===== config.mk =====
export PLATFORM = sky130hd
export DESIGN_NAME = scan_sub
export DESIGN_NICKNAME = d
export VERILOG_FILES = /design/src/rtl/scan_sub.sv
export SDC_FILE = /design/constraint.sdc
export NUM_CORES = 1
export LEC_CHECK = 0
export BUFFER_PORTS_ARGS = -buffer_cell sky130_fd_sc_hd__buf_2
export CAP_MARGIN = 30
export CELL_PAD_IN_SITES_DETAIL_PLACEMENT = 2
export CELL_PAD_IN_SITES_GLOBAL_PLACEMENT = 2
export CORE_MARGIN = 4
export CORE_UTILIZATION = 45
export CTS_CLUSTER_SIZE = 12
export DETAILED_ROUTE_END_ITERATION = 8
export PLACE_DENSITY = 0.8
export SETUP_SLACK_MARGIN = 0.3
export SLEW_MARGIN = 20
export SYNTH_ARGS = -nofsm -noshare
export SYNTH_HDL_FRONTEND = slang
export SYNTH_SLANG_ARGS = --single-unit
export TNS_END_PERCENT = 1

===== constraint.sdc =====
create_clock -name clk_sys_i -period 7.8 [get_ports clk_sys_i]
set_clock_uncertainty 0.15 [all_clocks]
set_input_delay 1.56 -clock clk_sys_i [delete_from_list [all_inputs] [get_ports clk_sys_i]]
set_output_delay 1.56 -clock clk_sys_i [all_outputs]
set_load 0.03 [all_outputs]

===== src/rtl/scan_sub.sv =====
// PS-to-SoC input mailbox: the PS fills and commits a word buffer, and the SoC reads it back by address.
// When the SoC acknowledges, the mailbox returns to FILL and raises finish_ps_o for the PS.
module scan_sub #(
    parameter  int REG_NUMBER = 16,
    localparam int IW         = $clog2(REG_NUMBER),
    localparam int AW         = IW + 2,
    localparam int CW         = IW + 1
) (
    input  logic          clk_sys_i,
    input  logic          rst_i,
    input  logic          write_ps_en_i,
    input  logic [AW-1:0] ps_addr_i,
    input  logic [31:0]   ps_data_i,
    input  logic          commit_ps_i,
    output logic          finish_ps_o,
    output logic          overrun_o,
    output logic          valid_soc_o,
    output logic [CW-1:0] count_o,
    input  logic          read_soc_en_i,
    input  logic [AW-1:0] soc_addr_i,
    output logic [31:0]   soc_data_o,
    input  logic          ack_soc_i
);

    typedef enum logic [0:0] {FILL = 1'b0, READY = 1'b1} state_t;

    state_t        state_q, state_d;
    logic          write_prev_q, commit_prev_q;
    logic [CW-1:0] count_q, count_d;
    logic          finish_q, finish_d;
    logic          overrun_q, overrun_d;
    logic [31:0]   soc_data_q;
    logic [31:0]   buf_q [REG_NUMBER];

    logic          write_edge, commit_edge, buf_we;
    logic [IW-1:0] wr_idx, rd_idx;
    logic [CW-1:0] wr_count;
    logic          unused_addr_bits;

    assign write_edge       = write_ps_en_i & ~write_prev_q;
    assign commit_edge      = commit_ps_i & ~commit_prev_q;
    assign wr_idx           = ps_addr_i[AW-1:2];
    assign rd_idx           = soc_addr_i[AW-1:2];
    assign wr_count         = {1'b0, wr_idx} + CW'(1);
    assign unused_addr_bits = ^{ps_addr_i[1:0], soc_addr_i[1:0]};

    // The prev registers reset high so that an input already high at reset release is not seen as an edge.
    always_ff @(posedge clk_sys_i) begin
        if (rst_i) begin
            state_q       <= FILL;
            write_prev_q  <= 1'b1;
            commit_prev_q <= 1'b1;
            count_q       <= '0;
            finish_q      <= 1'b0;
            overrun_q     <= 1'b0;
        end else begin
            state_q       <= state_d;
            write_prev_q  <= write_ps_en_i;
            commit_prev_q <= commit_ps_i;
            count_q       <= count_d;
            finish_q      <= finish_d;
            overrun_q     <= overrun_d;
        end
    end

    always_comb begin
        state_d   = state_q;
        count_d   = count_q;
        finish_d  = finish_q;
        overrun_d = overrun_q;
        buf_we    = 1'b0;
        case (state_q)
            FILL: begin
                // A write that coincides with a commit still lands in the committed batch.
                if (write_edge) begin
                    buf_we   = 1'b1;
                    finish_d = 1'b0;
                    if (wr_count > count_q) count_d = wr_count;
                end
                if (commit_edge) state_d = READY;
            end
            READY: begin
                if (write_edge) overrun_d = 1'b1;
                // The ack wins over a simultaneous overrun.
                if (ack_soc_i) begin
                    state_d   = FILL;
                    finish_d  = 1'b1;
                    count_d   = '0;
                    overrun_d = 1'b0;
                end
            end
            default: state_d = FILL;
        endcase
    end

    for (genvar gi = 0; gi < REG_NUMBER; gi++) begin : g_word
        always_ff @(posedge clk_sys_i) begin
            if (rst_i) begin
                buf_q[gi] <= '0;
            end else if (buf_we && (wr_idx == IW'(gi))) begin
                buf_q[gi] <= ps_data_i;
            end
        end
    end

    // A read and a write to the same word on the same edge return the pre-write contents.
    always_ff @(posedge clk_sys_i) begin
        if (rst_i) begin
            soc_data_q <= '0;
        end else if (read_soc_en_i) begin
            soc_data_q <= buf_q[rd_idx];
        end
    end

    assign finish_ps_o = finish_q;
    assign overrun_o   = overrun_q;
    assign valid_soc_o = (state_q == READY);
    assign count_o     = count_q;
    assign soc_data_o  = soc_data_q;

endmodule


==> run summary <==
The clock latency of the later-clocked register in the worst-skew pair is 0.64 ns. The die footprint came out at 0.05934 mm2. The total wire length is 83470 um. The number of remaining DRC errors came out at 0. Global routing used around 28% of the available tracks. The maximum operating frequency came out at around 0.25 GHz.

Before antenna repair, the detailed router went through 6 iterations. The final layout contains ~2000 nets. The hold-fix buffer count after cts came out at 0. After filler insertion, the fill cell instance count of the layout stands at roughly 5100.

The required time at the worst-slack endpoint is ~8 ns. Once the clock tree was built, the setup fixing pass inserted 0 buffers. The number of cells on the worst hold path came out at 2. The wire length of the first global-routing pass is about 120000 um.

The post-synthesis cell area came out at between 0.02 and 0.025 mm2. The I/O pin count came out at 90. Entering global routing, the biggest net connects approximately 130 pins.

After synthesis, the mean cell area works out to 13.15 um2. The initial antenna violation count is 2. The count of endpoints failing hold in the final timing report came to 0. By area the synthesized netlist is led by edfxtp_1, and2_1, mux2i_1. Summing all multi-input logic gate instances after layout gives slightly above 0.008 mm2. The first-iteration detailed-routing DRC count came out at 1213. The count of input and output buffers came out at 85. The worst setup path is launched from an input port. The worst register-to-register path begins at valid_soc_o$_SDFF_PP0_.

The min-delay analysis places its worst path in the category flop to flop. The cell row count came out at 86. The portion of total power attributed to sequential cells came out at 51.4%.

The region available for standard cell placement spans around 0.055 mm2. The internal portion of total power is 5.016 mW. The register clock-pin slew on the reported worst setup and hold paths is about 0.060 ns.

The die extent in x came out at about 240 um. The number of distinct library cell variants in the gate-level netlist after synthesis is 33. The number of nets still failing antenna checks after routing is 0.

The total via count in the routed design is between 15000 and 20000. For this design the total switching power over the nets is 1.583 mW. The maximum fanout count along the critical path came out at 23. The setup-violating endpoint count in the final report is 0.

The clock net sink count is roughly 550. The share of synthesized area occupied by flip-flops and latches came out at about two thirds. The routed wire length per instance came out at ~30 um. The startpoint of the tightest hold check path is soc_data_o[15]$_SDFFE_PP0P_. The total of flip-flops plus latches after synthesis is between 500 and 600. Setup repair after global routing left no endpoint under its margin. For this run, the number of Yosys warnings is 0. The worst hold path terminates at soc_data_o[15]$_SDFFE_PP0P_.

The via-per-instance ratio came out at ~5.8. Across all register-to-register paths, the minimum setup slack is approximately 4.5 ns. The final core utilization came out at between 50 and 60%. The endpoint identified for the worst register-to-register timing path is buf_q[13][26]$_SDFFCE_PN0P_. The maximum vdd drop is between 150 and 200 uV.

The power per cell area came out at roughly 230 mW/mm2. The finished layout holds roughly 2700 standard cells, fillers aside. The last weighted congestion value of the routability-driven placer is around 0.74. For the pin with the worst max-slew slack, the measured transition is around 1.1 ns. The cell total after placement came out at approximately 2600. The number of slew-limit violations in the final report came out at 0. The worst register-to-register path has a depth of 4. The level count of the clock H-tree came out at 2. The flip-flop and latch area came out at 0.01622 mm2. The critical path is of the input port to flop type. The HPWL reported at the end of detailed placement came out at approximately 45000 um.

The leakage power figure is 11.22 nW. After global routing the overflow that remains totals 0. The die height came out at between 200 and 250 um.

The share of the cycle needed by the critical path after routing came out at 50.43%. The net count after synthesis is around 2000. The most area-hungry cell type in the Yosys netlist is edfxtp_1.

The shortest clock period the worst path allows after layout came out at ~3.9 ns. Synthesis produced about 1900 cells. The tree is rooted in a clkbuf_16. The clock tree from TritonCTS is done.

Net switching is 23.99% of the power. The flow ran to the end, and the final reports show no timing, DRC or antenna violations. Relative to the synthesized area, the layout overhead comes to 13.73%. The number of buffers on the longest clock path came out at 3. The critical path arrival came out at between 4 and 5 ns. The number of gates resized after cts came out at 0.

The logic gate share of total power came out at 7.3%. The initial core utilization is 45.42%. Headroom to the max-slew limit came out at between 20% and 30%.

The area share of the largest cell type after synthesis came out at between 60% and 70%. The share of cells above drive strength 1 is between 10% and 20%. The clock network accounts for roughly two fifths of the total power. The endpoint type of the worst setup path is a flop. The tool flagged a number of max-cap violations equal to 0. The via count of the first global-routing pass is ~18000. After routing, the total negative slack on setup checks comes to 0 ns.

The number of buffers inserted during clock tree synthesis is 60.
-- cell type report --
class | instances | share of cell area, %
Antenna cell | 2 | 0.01762
Clock buffer | 88 | 6.012
Clock inverter | 20 | 0.4361
Inverter | 8 | 0.1057
Multi-Input combinational cell | 1186 | 29.06
Sequential cell | 554 | 57.09
Tap cell | 748 | 3.295
Timing Repair Buffer | 132 | 3.991
-- metal layers --
layer | vias to the layer above | global-route usage, % | routed length, um
li1 | 6841 | - | -
met1 | 8467 | 35.44 | 33640
met2 | 501 | 49.62 | 43110
met3 | 156 | 4.567 | 4240
met4 | 0 | 7.966 | 2476
met5 | - | 0 | 0
-- stage by stage --
| step | area [um2] | hold WS [ns] | power, mW | worst slack, ns |
|---|---|---|---|---|
| final | 28410 | 0.2985 | 6.600 | 3.866 |
| after global routing | 28400 | 0.3361 | 6.797 | 3.757 |
| after CTS | 28290 | 0.3026 | 6.640 | 3.911 |
| after detailed placement | 26460 | 0.2892 | 3.923 | 3.267 |
| after global placement | 26100 | 0.2867 | 3.875 | 3.458 |
| after floorplan | 24980 | 0.3651 | 3.706 | 3.667 |
-- state kept, by name, indices dropped and copies added (netlist names) --
register,flops
buf_q,512
valid_soc_o,1
commit_prev_q,1
soc_data_o,32
finish_ps_o,1
count_o,5
write_prev_q,1
overrun_o,1
-- cell families (layout without fill, tap and decap cells) --
| kind of cell | count (synthesis) | after routing | synth area share, % |
|---|---|---|---|
| compound gates | 152 | 152 | 3.943 |
| mux | 261 | 261 | 10.46 |
| fa+ha+maj | 9 | 9 | 0.4509 |
| flops | 554 | 554 | 64.92 |
| buf+inv | 159 | 248 | 2.775 |
| simple gates | 762 | 762 | 17.38 |
| other cells | 0 | 2 | 0 |
| xor+xnor | 2 | 2 | 0.07015 |
-- cell usage in the layout (no fill, tap or decap), types with 3 or more instances in the layout --
master / instances
and2_1: 512
edfxtp_1: 512
mux2i_1: 261
nand2_1: 109
nand3_1: 97
buf_2: 84
a21oi_1: 69
a22oi_1: 64
clkbuf_16: 61
dfxtp_1: 42
buf_4: 28
clkbuf_1: 19
nor2_4: 16
buf_16: 15
a31o_2: 12
ha_1: 9
clkinv_1: 9
inv_1: 8
clkbuf_8: 8
clkinv_2: 7
nand2b_1: 6
or2_2: 4
o21bai_4: 4
nor2_1: 3
buf_12: 3
-- critical path, cell delays in order --
cell,delay [ns]
buf_2,0.10
nor3b_4,0.62
nand2_1,0.53
o21bai_4,0.61
buf_4,0.58
-- worst max path at each step --
stage / startpoint / to
after floorplan: write_ps_en_i / buf_q[12][0]$_SDFFCE_PN0P_
after global placement: write_ps_en_i / buf_q[15][15]$_SDFFCE_PN0P_
after detailed placement: write_ps_en_i / buf_q[13][24]$_SDFFCE_PN0P_
after CTS: write_ps_en_i / buf_q[13][25]$_SDFFCE_PN0P_
after global routing: write_ps_en_i / buf_q[13][26]$_SDFFCE_PN0P_
final: write_ps_en_i / buf_q[13][26]$_SDFFCE_PN0P_
-- power by group through the flow --
stage          combinational (mW)  sequential [mW]  clock (mW)
2_1_floorplan               0.243             3.46           0
3_3_place_gp                0.440             3.44           0
3_5_place_dp                0.471             3.45           0
4_1_cts                     0.478             3.39        2.77
5_1_grt                     0.507             3.40        2.89
6_report                    0.479             3.39        2.73
-- synth_stat cells, drive strengths merged --
cell type  count
clkbuf       122
ha             9
nor2b          4
nand2b         6
dfxtp         42
buf           29
or3b           1
xnor2          1
nor3b          2
and3           1
o221ai         1
nand3b         1
nand3         97
nor2          21
a31o          12
and3b          1
mux2i        261
a22oi         64
and2         513
inv            8
o21a           1
or3            1
o211ai         1
or2            4
a21oi         69
edfxtp       512
nand4          1
nand2        109
xor2           1
o21bai         4
No activity file was read; power rests on OpenSTA's default activity.
